$ cat config.mk
export PLATFORM = sky130hd
export DESIGN_NAME = fetch_stage
export DESIGN_NICKNAME = d
export VERILOG_FILES = /design/src/rtl/fetch_stage.sv
export SDC_FILE = /design/constraint.sdc
export NUM_CORES = 1
export LEC_CHECK = 0
export ABC_AREA = 0
export BUFFER_PORTS_ARGS = -buffer_cell sky130_fd_sc_hd__buf_4
export CAP_MARGIN = 20
export CORE_UTILIZATION = 45
export CTS_CLUSTER_SIZE = 20
export DETAILED_ROUTE_END_ITERATION = 6
export GPL_TIMING_DRIVEN = 0
export MAX_ROUTING_LAYER = met4
export PLACE_DENSITY = 0.7
export SLEW_MARGIN = 5
export SYNTH_ARGS = -nofsm -noshare
export SYNTH_HDL_FRONTEND = slang
export SYNTH_SLANG_ARGS = --single-unit
$ cat constraint.sdc
create_clock -name clk -period 4.1 [get_ports clk]
set_input_delay 0.82 -clock clk [delete_from_list [all_inputs] [get_ports clk]]
set_output_delay 0.82 -clock clk [all_outputs]
set_load 0.01 [all_outputs]
$ cat src/rtl/fetch_stage.sv
// Instruction fetch stage: owns PCF, issues single-outstanding fetches to
// instruction memory and presents the IF/ID pipeline register to decode.
// A one-entry hold buffer parks a returned word while decode is stalled.
// Redirects that race an outstanding fetch mark it killed so its late
// response is dropped.
module fetch_stage #(
  parameter logic [31:0] RESET_PC  = 32'h0000_0000,
  parameter logic [31:0] NOP_INSTR = 32'h0000_0013
) (
  input  logic        clk,
  input  logic        rst,
  input  logic        StallF,
  input  logic        FlushD,
  input  logic        PCSrcE,
  input  logic [31:0] PCTargetE,
  output logic        imem_req,
  output logic [31:0] imem_addr,
  input  logic        imem_valid,
  input  logic [31:0] imem_rdata,
  output logic [31:0] InstrD,
  output logic [31:0] PCD,
  output logic [31:0] PCPlus4D,
  output logic        ValidD
);

  localparam int unsigned XLEN = 32;

  typedef enum logic [1:0] {
    StReq  = 2'd0,
    StWait = 2'd1,
    StHold = 2'd2
  } fetchStateT;

  fetchStateT      stateQ;
  fetchStateT      stateNext;
  logic            killQ;
  logic            killNext;
  logic [XLEN-1:0] pcF;
  logic [XLEN-1:0] pcNext;
  logic [XLEN-1:0] pcPlus4F;
  logic [XLEN-1:0] holdInstr;
  logic            respLive;
  logic            deliver;
  logic            holdCapture;
  logic [XLEN-1:0] deliverInstr;

  // Sequential successor of the current fetch PC, wraps modulo 2^32
  assign pcPlus4F  = pcF + XLEN'(4);
  assign imem_addr = pcF;

  // FSM state register
  always_ff @(posedge clk or negedge rst) begin
    if (!rst) begin
      stateQ <= StReq;
    end else begin
      stateQ <= stateNext;
    end
  end

  // FSM next-state and kill-flag logic
  always_comb begin
    stateNext = stateQ;
    killNext  = killQ;
    case (stateQ)
      StReq: begin
        stateNext = StWait;
        if (PCSrcE) begin
          killNext = 1'b1;
        end
      end
      StWait: begin
        if (imem_valid) begin
          if (killQ) begin
            killNext  = 1'b0;
            stateNext = StReq;
          end else if (PCSrcE) begin
            stateNext = StReq;
          end else if (StallF) begin
            stateNext = StHold;
          end else begin
            stateNext = StReq;
          end
        end else if (PCSrcE) begin
          killNext = 1'b1;
        end
      end
      StHold: begin
        if (PCSrcE || !StallF) begin
          stateNext = StReq;
        end
      end
      default: begin
        stateNext = StReq;
        killNext  = 1'b0;
      end
    endcase
  end

  // FSM outputs: request strobe, delivery to IF/ID and hold-buffer capture
  always_comb begin
    imem_req     = 1'b0;
    deliver      = 1'b0;
    holdCapture  = 1'b0;
    deliverInstr = imem_rdata;
    respLive     = imem_valid && !killQ && !PCSrcE;
    case (stateQ)
      StReq: begin
        // State already reads REQ during reset, so the strobe is gated here
        imem_req = rst;
      end
      StWait: begin
        if (respLive) begin
          if (StallF) begin
            holdCapture = 1'b1;
          end else begin
            deliver = 1'b1;
          end
        end
      end
      StHold: begin
        if (!PCSrcE && !StallF) begin
          deliver      = 1'b1;
          deliverInstr = holdInstr;
        end
      end
      default: begin
        imem_req = 1'b0;
      end
    endcase
  end

  // Next PC: redirect wins over everything, otherwise advance on delivery.
  // A delivery that decode flushes still retires the fetch, so PC advances.
  always_comb begin
    pcNext = pcF;
    if (PCSrcE) begin
      pcNext = PCTargetE;
    end else if (deliver) begin
      pcNext = pcPlus4F;
    end
  end

  // Fetch PC and kill flag registers
  always_ff @(posedge clk or negedge rst) begin
    if (!rst) begin
      pcF   <= RESET_PC;
      killQ <= 1'b0;
    end else begin
      pcF   <= pcNext;
      killQ <= killNext;
    end
  end

  // One-entry hold buffer for a word returned while decode is stalled
  always_ff @(posedge clk or negedge rst) begin
    if (!rst) begin
      holdInstr <= '0;
    end else if (holdCapture) begin
      holdInstr <= imem_rdata;
    end
  end

  // IF/ID pipeline register: flush bubble, stall freeze, load or bubble
  always_ff @(posedge clk or negedge rst) begin
    if (!rst) begin
      InstrD   <= NOP_INSTR;
      PCD      <= '0;
      PCPlus4D <= '0;
      ValidD   <= 1'b0;
    end else if (FlushD) begin
      InstrD <= NOP_INSTR;
      ValidD <= 1'b0;
    end else if (!StallF) begin
      if (deliver) begin
        InstrD   <= deliverInstr;
        PCD      <= pcF;
        PCPlus4D <= pcPlus4F;
        ValidD   <= 1'b1;
      end else begin
        InstrD <= NOP_INSTR;
        ValidD <= 1'b0;
      end
    end
  end

endmodule

Yosys cells after proc, flatten, opt, wreduce, memory -nomap -nowiden
Index checks and enable logic that the tools add are counted.

Register bits after elaboration: 164. Output and inout bits: 130.

Reduce and logical (&&, ||, !) cells: 11. Bitwise logic cells: 2. Mux-type cells: 27. Add/sub/neg operators: 1. Equal/unequal tests: 5.

Operators with widths (number): $mux W32 (7); $add A32 B3 Y32 const B (1); $mux W1 (12); $mux W2 (5); $pmux W2 S3 (1); $ne A2 B2 Y1 const B (2); $logic_and A1 B1 Y1 (3); $logic_not A1 Y1 (3); $pmux W1 S3 (1); $reduce_and A3 Y1 (1); $eq A2 B1 Y1 const B (1); $eq A2 B2 Y1 const B (1); $logic_not A2 Y1 (1); $ne A2 B1 Y1 const B (1); $not A1 Y1 (2); $pmux W1 S2 (1); $reduce_and A2 Y1 (1); $reduce_bool A2 Y1 (1); $logic_or A1 B1 Y1 (1).

Logic depth before layout (Yosys ltp)
Word-level depth: 8. Depth in mapped cells: 10. Gate-level depth less buffers: 7.

Worst setup path before layout
No wires, ideal clock.

Kind: input-to-reg. Start: in StallF. End: reg PCPlus4D[28]. Setup slack: 1959 ps. Buffers on the path: 3. Arrival time: 2007 ps. Cell stages on the path: 8. Data required time: 3967 ps. Cells stage by stage: and2b_1 > o21ai_4 > or3_1 > buf_2 > buf_6 > buf_2 > nand2_1 > o21ai_0.

Longest elaborated chain between the ends: 5.

RTL lines: from (decl) (RTL line 12) `input logic StallF,`; $logic_not A1 Y1; $logic_and A1 B1 Y1 (RTL line 121) `if (!PCSrcE && !StallF) begin`; $mux W1 (RTL line 121); $pmux W1 S2 (RTL line 106) `case (stateQ)`; $reduce_and A3 Y1 (no source line) *; to (signal assigned) (RTL line 177) `PCPlus4D <= pcPlus4F;`; to (decl) (RTL line 22) `output logic [31:0] PCPlus4D,`.

Every way passes the cells marked *; elsewhere a longest branch is shown, timed or not. A chain may end at the register's enable or synchronous reset.

Worst setup path in the final report
Start: in rst. End: out imem_req.

Longest elaborated chain between the ends: 1.

RTL lines: from (decl) (RTL line 11) `input logic rst,`; $mux W1 (RTL line 106); to (decl) (RTL line 16) `output logic imem_req,`.

No other way between the ends.

==> results by group <==
Clocking
  • CTS Buffer Depth: 2
  • Clock root buffer master: clkbuf_16
  • Clock sinks: 162
  • CTS Buf Count: 17
  • Worst-path clk slew: 0.06 ns
  • Worst-Skew Late Latency: 0.43 ns
  • CTS Hold Bufs: 0
  • Resized cells post-CTS: 0
  • CTS tree: done
  • # H-tree levels: 4
  • Setup bufs post-CTS: 0

Pwr
  • Internal Pwr Total: 3630 uW
  • Sw power: 1480 uW
  • Pwr Density: 516 nW/um^2
  • Sequential Power Share: 43.9%
  • Switching Fraction: 28.9%
  • Worst VDD drop: 321 uV
  • Leakage power: 0.00468 uW
  • Logic pwr share: 23.8%
  • Clk pwr share: 32.3%

Timing
  • Final min period: 2.87 ns
  • Max Freq: 348 MHz
  • RSZ-0062 raised after global routing: no
  • Finish-stage setup viols: 0
  • Normalized max-slew margin: 52.1%
  • Setup Total Neg Slack: 0 ns
  • Part of the cycle the worst path needs: 70.1%
  • Setup ws final: 1.23 ns
  • Clock Skew: 0.0118 ns
  • Final Max Slew Viols: 0
  • Slew @ Worst Pin: 0.715 ns
  • Final hold vios: 0

Global route
  • Largest net degree at the start of global routing: 98
  • Vias in the first global route: 5,849
  • First-pass GRT wire length: 30.7 mm
  • Initial antenna violation count: 0
  • Total track usage: 24.6%
  • Congestion Overflow GR: 0

Die
  • Die area: 17,200 um^2
  • Rows: 46
  • Initial Util: 46.7%
  • Core ar.: 16,100 um^2
  • Io pins: 200
  • Die Y: 131 um
  • Die Wd: 131 um

Routing
  • Drt initial violations: 356
  • WL per Instance: 16.6 um
  • Drt pass-1 iters: 4
  • Vias post-DR: 6,033
  • Vias per cell: 5.10
  • Residual DRC count: 0
  • Routed WL: 19.6 mm
  • Remaining antenna violation count: 0

Critical path
  • Crit Reg-Reg Endpoint: PCPlus4D[5]
  • WP data required: 3.28 ns
  • Max FO, Critical Path: 97
  • Reg2reg setup slack: 1.69 ns
  • Critical path arrival: 2.05 ns
  • R2R depth: 8
  • Type of the worst setup path: primary input to primary output
  • Reg2reg start: stateQ[1]
  • Startpoint Class: primary input
  • CP endpoint kind: primary output

Place
  • Final HPWL DP: 14.2 mm
  • Port bufs: 199
  • Setup Slack @ Placement: 1.19 ns
  • RD Place Congestion: 0.841

Run status
  • Outcome: finished clean

Logic synthesis
  • FFs w/ async S/R, synth: 100%
  • Syn Inst Count: 735
  • Top cell type's share of synthesized area: 53.1%
  • Net Count, Synth: 809
  • Synth Area per Inst: 10.2 um^2
  • Register area share after synthesis: 54.2%
  • Synthesized area: 7490 um^2
  • Yosys reg bits: 162
  • Post-synth top area cell: dfrtp_1
  • Dominant synthesized flop cell: dfrtp_1
  • Distinct cells, synth: 44
  • Ys Warns: 0
  • Area contributors post-synth: dfrtp_1 53%, nand2_1 10%, mux2_2 5.3%
  • EDFF count, synth: 0

Cells and area
  • ANT cells: 0
  • Register area: 4060 um^2
  • Filler Cell Count: 1,347
  • Final Util: 61.7%
  • Layout cells sized above 1: 32.3%
  • Nets: 1,028
  • Footprint of the multi-input gates: 3150 um^2
  • Area grow syn2layout: 32.2%

Job
  • Max cap viols: 0

Min path
  • Hold Path Class: primary input to asynchronous set/reset pin
-- sequential cells by signal, indices dropped and copies added (netlist names) --
register and cells:
PCD 32, stateQ 2, holdInstr 32, imem_addr 32, PCPlus4D 30, ValidD 1, InstrD 32, killQ 1
-- stage by stage --
step / cells / cell area (um^2) / power [uW] / hold WS [ns]
global route: 1183 / 9900 / 5380 / 0.376
CTS: 1183 / 9900 / 5150 / 0.356
detailed placement: 1151 / 9290 / 3500 / 0.464
finish: 1183 / 9900 / 5110 / 0.345
global placement: 1150 / 9260 / 3450 / 0.461
floorplan: 735 / 7490 / 2850 / 0.455
-- power groups by stage --
stage	Sequential, uW	Combinational (uW)	Clock (uW)
after floorplan	2330	518	0
after detailed placement	2270	1230	0
after CTS	2240	1240	1670
final	2240	1220	1650
after global routing	2300	1350	1730
after global placement	2250	1200	0
-- how the worst max path moves through the flow --
stage,from,to,slack (ns),cells after the start
CTS,rst,imem_req,1.19,4
finish,rst,imem_req,1.23,4
global route,rst,imem_req,1.06,4
floorplan,StallF,PCPlus4D[28],1.96,8
detailed placement,rst,imem_req,1.19,4
global placement,rst,imem_req,0.42,3
-- placed cells by master, fill, tap and decap left out, types with 4 or more instances in the layout --
| master | Yosys | routed |
|---|---|---|
| buf_4 | 10 | 208 |
| nand2_1 | 206 | 206 |
| dfrtp_1 | 159 | 159 |
| o21ai_0 | 73 | 73 |
| xor2_1 | 37 | 37 |
| mux2_2 | 35 | 35 |
| mux2i_1 | 33 | 33 |
| clkbuf_1 | 19 | 21 |
| xnor2_1 | 20 | 20 |
| o21ai_1 | 17 | 17 |
| nand4_1 | 17 | 17 |
| clkbuf_16 | 0 | 17 |
| buf_2 | 16 | 16 |
| nand3_1 | 16 | 16 |
| nor2_1 | 13 | 13 |
| and2_1 | 6 | 6 |
| inv_1 | 5 | 5 |
| and3_1 | 5 | 5 |
| a21oi_1 | 4 | 4 |
| ha_1 | 4 | 4 |
-- cell usage after synthesis, types with 3 or more instances --
library cell,instances
nand4_1,17
and2_1,6
and3_1,5
clkbuf_1,19
nor2b_1,3
nor4_1,3
buf_4,10
mux2_2,35
buf_2,16
xnor2_1,20
inv_1,5
nor2_1,13
o21ai_1,17
mux2i_1,33
nand2_1,206
xor2_1,37
dfrtp_1,159
a21oi_1,4
dfstp_2,3
ha_1,4
nor3_4,3
buf_6,3
o21ai_0,73
nand3_1,16
-- routing by layer --
layer,track usage [%],wire [um],share of wire (%),up-vias
li1,-,-,-,2897
met1,32.2,8750,45,2901
met2,37.6,9300,47,205
met3,5.94,1240,6.3,30
met4,7.84,310,1.6,0
met5,-,0,0,-
-- worst max-delay path, stage by stage --
cell and delay, ns:
buf_8 0.39, buf_16 0.42, and2_1 0.20, buf_4 0.13
-- logic make-up after synthesis --
kind of cell | Yosys count | synth area share, %
compound gates | 98 | 6.81
xor+xnor | 57 | 6.66
fa+ha+maj | 4 | 0.668
buf+inv | 55 | 3.84
flops | 162 | 54.2
mux | 68 | 9.67
simple gates | 291 | 18.2
-- final cells by class --
| class | instances | area share, % |
|---|---|---|
| multi-input cells | 518 | 31.8 |
| clock buffers | 21 | 4.65 |
| repair buffers | 200 | 15.4 |
| inverters | 5 | 0.189 |
| well taps | 216 | 2.73 |
| plain buffers | 50 | 2.72 |
| flip-flops and latches | 162 | 41.0 |
| clock inverters | 11 | 1.54 |
(Power assumes the default switching activity.)
